--- src/rtl/clk_div_ctrl.sv ---
// clk_div_ctrl
//   Programmable clock divider front end. It produces a divided clock
//   (clk_out) and a one-cycle strobe (tick) at each clk_out rising edge.
//   A new divisor can be offered at any time over a valid/ready handshake.
//   A new divisor or an enable change only takes effect on a period
//   boundary, so clk_out never produces a runt pulse.
//
// Ports
//   clk_in      : system clock
//   reset       : asynchronous reset, active low
//   enable      : 1 = run; 0 = stop at the next period boundary
//   cfg_valid   : a new divisor is offered on cfg_div
//   cfg_div     : requested divisor N (values below 2 are clamped to 2)
//   cfg_ready   : controller can accept a new divisor
//   clk_out     : divided clock, high for the first N - floor(N/2) phases
//   tick        : one-cycle pulse at each clk_out rising edge
//   busy        : 1 while the divider is running
//   div_active  : divisor currently in use
module clk_div_ctrl #(
    parameter int CNT_W       = 16,
    parameter int DIV_DEFAULT = 2
) (
    input  logic             clk_in,
    input  logic             reset,
    input  logic             enable,
    input  logic             cfg_valid,
    input  logic [CNT_W-1:0] cfg_div,
    output logic             cfg_ready,
    output logic             clk_out,
    output logic             tick,
    output logic             busy,
    output logic [CNT_W-1:0] div_active
);

    typedef enum logic {
        IDLE = 1'b0,
        RUN  = 1'b1
    } state_e;

    localparam logic [CNT_W-1:0] DIV_MIN = CNT_W'(2);
    localparam logic [CNT_W-1:0] DIV_RST = CNT_W'(DIV_DEFAULT);

    state_e           state_q, state_d;
    logic [CNT_W-1:0] cnt_q, cnt_d;
    logic             clk_out_q, clk_out_d;
    logic             tick_q, tick_d;
    logic [CNT_W-1:0] div_active_q, div_active_d;
    logic [CNT_W-1:0] pend_q, pend_d;
    logic             pend_vld_q, pend_vld_d;

    // Number of high phases per period: the odd extra phase goes to the high half.
    logic [CNT_W-1:0] high_len;
    // Next phase index, one bit wider so the "+1" cannot wrap.
    logic [CNT_W:0]   cnt_inc;
    logic             at_boundary;
    logic             xfer;

    assign high_len    = div_active_q - (div_active_q >> 1);
    assign cnt_inc     = {1'b0, cnt_q} + {{CNT_W{1'b0}}, 1'b1};
    assign at_boundary = (cnt_q == div_active_q - CNT_W'(1));

    // The pending slot holds a single value; while it is full, offers are ignored.
    assign cfg_ready   = ~pend_vld_q;
    assign xfer        = cfg_valid & cfg_ready;

    always_comb begin
        state_d      = state_q;
        cnt_d        = cnt_q;
        clk_out_d    = clk_out_q;
        tick_d       = 1'b0;
        div_active_d = div_active_q;
        pend_d       = pend_q;
        pend_vld_d   = pend_vld_q;

        case (state_q)
            IDLE: begin
                cnt_d     = '0;
                clk_out_d = 1'b0;
                // Nothing is being divided, so a pending value can be applied right away.
                if (pend_vld_q) begin
                    div_active_d = pend_q;
                    pend_vld_d   = 1'b0;
                end
                if (enable) begin
                    state_d   = RUN;
                    clk_out_d = 1'b1;
                    tick_d    = 1'b1;
                end
            end

            RUN: begin
                if (at_boundary) begin
                    // Swap divisors only between periods.
                    if (pend_vld_q) begin
                        div_active_d = pend_q;
                        pend_vld_d   = 1'b0;
                    end
                    cnt_d = '0;
                    if (enable) begin
                        clk_out_d = 1'b1;
                        tick_d    = 1'b1;
                    end else begin
                        state_d   = IDLE;
                        clk_out_d = 1'b0;
                    end
                end else begin
                    cnt_d     = cnt_inc[CNT_W-1:0];
                    clk_out_d = (cnt_inc < {1'b0, high_len});
                end
            end

            default: begin
                state_d   = IDLE;
                cnt_d     = '0;
                clk_out_d = 1'b0;
            end
        endcase

        // A value accepted on this edge sees pend_vld_q == 0 above, so it is
        // never applied on the same edge; it waits for the next boundary.
        if (xfer) begin
            pend_d     = (cfg_div < DIV_MIN) ? DIV_MIN : cfg_div;
            pend_vld_d = 1'b1;
        end
    end

    always_ff @(posedge clk_in or negedge reset) begin
        if (!reset) begin
            state_q      <= IDLE;
            cnt_q        <= '0;
            clk_out_q    <= 1'b0;
            tick_q       <= 1'b0;
            div_active_q <= DIV_RST;
            pend_q       <= DIV_RST;
            pend_vld_q   <= 1'b0;
        end else begin
            state_q      <= state_d;
            cnt_q        <= cnt_d;
            clk_out_q    <= clk_out_d;
            tick_q       <= tick_d;
            div_active_q <= div_active_d;
            pend_q       <= pend_d;
            pend_vld_q   <= pend_vld_d;
        end
    end

    assign clk_out    = clk_out_q;
    assign tick       = tick_q;
    assign busy       = (state_q == RUN);
    assign div_active = div_active_q;

endmodule

--- config.mk ---
export PLATFORM = sky130hd
export DESIGN_NAME = clk_div_ctrl
export DESIGN_NICKNAME = d
export VERILOG_FILES = /design/src/rtl/clk_div_ctrl.sv
export SDC_FILE = /design/constraint.sdc
export NUM_CORES = 1
export LEC_CHECK = 0
export CAP_MARGIN = 10
export CELL_PAD_IN_SITES_DETAIL_PLACEMENT = 1
export CELL_PAD_IN_SITES_GLOBAL_PLACEMENT = 1
export CORE_MARGIN = 2
export CORE_UTILIZATION = 41
export DETAILED_ROUTE_END_ITERATION = 12
export GPL_ROUTABILITY_DRIVEN = 0
export PLACE_DENSITY = 0.76
export SLEW_MARGIN = 0
export SYNTH_ARGS = -nofsm -noshare
export SYNTH_HDL_FRONTEND = slang
export SYNTH_SLANG_ARGS = --single-unit
--- constraint.sdc ---
create_clock -name clk_in -period 3.7 [get_ports clk_in]
set_clock_uncertainty 0.05 [all_clocks]
set_input_delay 0.37 -clock clk_in [delete_from_list [all_inputs] [get_ports clk_in]]
set_output_delay 0.37 -clock clk_in [all_outputs]
set_load 0.02 [all_outputs]
# Word level (Yosys, flattened, before mapping)
# Cells that the tools add are included.
# word_totals
reg_bits	52
inputBits	20
out_inout_bits	20
word_cells	34
# classes
n_addsub	3
n_lt_le_gt_ge	2
eq_ne	3
muxes	16
bitwise	3
# op_table
op	n
$mux 16	4
$pmux 16 s2	2
$add 16x1->17 const B	1
$lt 17x16->1	1
$eq 16x16->1	1
$lt 16x2->1 const B	1
$sub 16x1->16 const B	1
$sub 16x15->16	1
$pmux 1 s2	4
$mux 1	6
$ne 3x1->1 const B	1
$ne 2x1->1 const B	1
$not 1->1	2
$and 1x1->1	1

# Logic depth before layout (Yosys ltp)
# logic_depth
depth_word	5
mapped_depth	18
depth_no_buf	18

# Least setup slack after synthesis
# OpenSTA, ideal clock, no wires.
# synth_timing
path_type	register -> register
from	register div_active_q[1] (netlist: div_active[1])
to	register clk_out_q (netlist: clk_out)
setup_ns	0.064
arrival_time_ns	3.485
required_ns	3.586
path_slack_ns	0.100
stages_incl_launch_ff	18
n_path_buf	0
synth_period_minus_slack_ns	3.600
cell_sequence	dfstp_2 -> ha_1 -> inv_1 -> fa_1 -> nor2b_1 -> o21ai_0 -> a21oi_1 -> nand2b_1 -> a21oi_1 -> o211ai_1 -> xor2_1 -> ha_1 -> a21o_1 -> a211o_1 -> a211oi_1 -> o211ai_1 -> a211oi_1 -> or2_1
# synth_between
elab_chain_len	4
elab_cells_between_ends	6
cone_classes	2 x add/sub; 1 x order compare; 1 x eq/ne; 2 x mux
# synth_rtl
item	line	source
from (decl)	47	logic [CNT_W-1:0] div_active_q, div_active_d;
from (signal assigned)	141	div_active_q <= div_active_d;
$sub 16x15->16 / $sub 16x1->16 (equally long branches)	58, 60	
$lt 17x16->1 / $eq 16x16->1 (equally long branches)	108, 60	
$mux 1 *	92	if (at_boundary) begin
$pmux 1 s2 *	75	case (state_q)
named net clk_out_d	45	logic clk_out_q, clk_out_d;
to (signal assigned)	139	clk_out_q <= clk_out_d;
to (decl)	45	
# Mark *: on every way through the listed nets, which the timed path passes. The rest lies on a longest branch.
# A chain may end at the register's enable or synchronous reset.

# Worst setup path after layout
# Same ends and word-level chain as after synthesis.

==> results.py <==
metrics = {
    "status": {
        "status": "completed",
    },
    "route": {
        "wl_per_cell_microns": 18.4,
        "drtIter0Drc": 135,
        "drc": 0,
        "drtPass1Iterations": 4,
        "ant_nets": 0,
        "maxUsedRoutingLayer": "met4",
        "routed_wl_mm": 10.0,
        "wl_met3_microns": 206,
        "wl_met2_mm": 5.14,
        "wl_met1_mm": 4.44,
        "avgViaCountPerCell": 5.40,
        "vias": 2943,
    },
    "worst_setup_path": {
        "crit_fanout": 4,
        "cp-end-kind": "register",
        "max_stage_delay_ns": 0.60,
        "start_kind": "register",
        "cp_slowest_cell": "dfstp_2",
        "arrival_ns": 3.84,
        "crit_chain": "ha_4 > inv_1 > fa_2 > nor2b_1 > o21ai_2 > a21oi_2 > nand2b_1 > a21oi_2 > o211ai_1 > xor2_1 > ha_2 > a21o_1 > a211o_1 > a211oi_2 > o211ai_1 > a211oi_1 > or2_1",
        "r2r_slack_ns": 0.06,
        "critical_path_class": "register to register",
        "required_ns": 3.90,
    },
    "place": {
        "dpl.hpwl_mm": 7.86,
        "port_buffers": 39,
        "place_inst": 535,
        "dpl-instance-area_sq_um": 4470,
    },
    "global_routing": {
        "grt_pass1_vias": 3250,
        "grt_pass1_wl_mm": 15.9,
        "grt_max_degree": 34,
        "antenna_found_initial": 0,
        "grt_usage_pct": 19.8,
        "overflow": 0,
    },
    "cts": {
        "cts.sinks": 52,
        "clk_path_buf_depth": 2,
        "h-tree-depth": 2,
        "cts_root_buf": "clkbuf_8",
        "tritoncts": "yes",
        "clkLatencyLatePin_ns": 0.31,
        "cts.clk_slew.worst_paths_ns": 0.10,
        "cts_inserted_buffers": 5,
    },
    "power": {
        "p_total_w": 0.000949,
        "p_per_area_nw_per_um2": 205,
        "p_leak_nw": 2.21,
        "peakVddDrop_mv": 0.174,
    },
    "logic_synthesis": {
        "synth-async-reset-ratio_pct": 100,
        "synthTopCellsByArea": "dfrtp_1 (32%), ha_1 (16%), xnor2_1 (6.3%)",
        "synth_top_area_cell": "dfrtp_1",
        "postSynthAreaPerCell_sq_um": 10.3,
        "synthCells": 375,
        "yosysWarnings": 0,
        "synth_edf_count": 0,
        "syn_nets": 445,
        "syn-cell-area_sq_um": 3870,
        "yosys_register_bits": 52,
        "seq_area_frac_synth_pct": 33.7,
        "synth_top_area_share_pct": 32.3,
        "ys.flop_type": "dfrtp_1",
        "synth.distinct_cells": 55,
    },
    "sta": {
        "timing.hold.ws_ns": 0.442,
        "fmax_ghz": 0.275,
        "worst_pin_slew_ns": 0.682,
        "slew_violations": 0,
        "period_minus_slack_ns": 3.64,
        "post-route-period-util_pct": 98.3,
        "finalSetupViolations": 0,
        "slew_headroom_pct": 54.4,
        "hold_viol": 0,
    },
    "run": {
        "maxCapViolations": 0,
    },
    "finish": {
        "nets": 503,
        "drive_gt1_share_pct": 16.4,
        "mostFrequentLayoutCells": "dfrtp_1 (50), ha_1 (47), clkdlybuf4s50_1 (38)",
        "final_common_cell": "dfrtp_1",
        "fin_area_sq_um": 4640,
        "final_cells": 545,
        "antenna_cells": 0,
        "syn_to_final_growth_pct": 19.9,
    },
    "worst_hold_path": {
        "hold_path_class": "register to register",
    },
    "floorplanning": {
        "dieArea_sq_um": 10200,
        "coreArea_sq_um": 9200,
        "initial_core_util_pct": 42.1,
        "die_w_microns": 101,
        "die_y_microns": 101,
        "ios": 40,
        "rows": 35,
    },
}
[repair_timing]
item                       4_1_cts  5_1_grt
setup endpoints to repair        1        1
resized for setup                5        9
buffers inserted                 0        1
pin swaps                        0        7
hold buffers                     1        0
hold endpoints to repair        18        0
[cells by family (layout without fill, tap and decap cells)]
logic type	after synthesis	count (layout)	share of synthesized area, %
flops	52	52	33.7
compound gates	59	59	10.7
buf+inv	38	97	3.95
mux	30	30	9.57
simple gates	93	93	13.7
fa+ha+maj	50	50	16.4
xor+xnor	53	53	12.0
[path summary, 6_finish.rpt]
kind / end / startpoint / depth (start not counted)
min in group asynchronous: pend_q[3]$_DFFE_PN0P_ / reset / 2
min: pend_q[0]$_DFFE_PN0P_ / pend_q[0]$_DFFE_PN0P_ / 2
min reg2reg: pend_q[0]$_DFFE_PN0P_ / pend_q[0]$_DFFE_PN0P_ / 2
max in group asynchronous: div_active[1]$_DFFE_PN1P_ / reset / 3
max reg2reg: clk_out$_DFF_PN0_ / div_active[1]$_DFFE_PN1P_ / 17
max: clk_out$_DFF_PN0_ / div_active[1]$_DFFE_PN1P_ / 17
[layout make-up]
type | count | area (sq um)
fillers | 1039 | 4560
inverters | 34 | 128
repair buffers | 55 | 508
well taps | 111 | 139
flip-flops and latches | 52 | 1300
multi-input cells | 285 | 2470
clock buffers | 6 | 72.6
clock inverters | 2 | 17.5
[sequential cells by signal (all words and copies together), names as in the netlist]
name / flops
tick: 1
clk_out: 1
pend_vld_q: 1
div_active: 16
pend_q: 16
busy: 1
cnt_q: 16
[where the power goes]
part           switching (W)  total (W)  internal [W]
sequential                 0   0.000568      0.000568
clock               0.000205   0.000345      0.000139
combinational      0.0000170  0.0000363     0.0000193
[per-layer routing]
metal | global-route usage [%] | vias up
met5 | 0 | -
met4 | 5.82 | 0
met3 | 2.35 | 16
met2 | 36.0 | 55
met1 | 24.6 | 1458
li1 | - | 1414
[synth_stat cells (all sizes together), types with 2 or more instances]
cell	number
nand2	16
nor2b	20
o311ai	3
ha	49
xor2	25
o21ai	10
nand2b	7
dfstp	2
nor2	12
nand3	9
and3	6
a21o	2
and2	2
dfrtp	50
nor3	6
inv	34
a211oi	2
o211ai	3
xnor2	28
o21bai	6
mux2	29
buf	2
a21oi	17
clkbuf	2
nor4	4
a211o	2
or2	2
a41oi	2
nand4	2
a221oi	2
[worst max-delay path, delay by kind of cell, from the launching register on]
| kind | cells | cell delay [ns] |
|---|---|---|
| buf+inv | 1 | 0.04 |
| compound gates | 9 | 1.55 |
| simple gates | 3 | 0.47 |
| xor+xnor | 1 | 0.17 |
| fa+ha+maj | 3 | 0.67 |
| flops | 1 | 0.60 |
[through the flow]
stage               utilization (%)  setup TNS, ns  setup slack [ns]
global route                   50.4        -0.0270           -0.0270
finish                         50.4              0            0.0617
CTS                            49.9              0            0.0217
floorplan                         -              0             0.100
detailed placement             48.6         -0.157            -0.157
global placement               48.6              0            0.0431
Power figures use the tool's default switching activity.
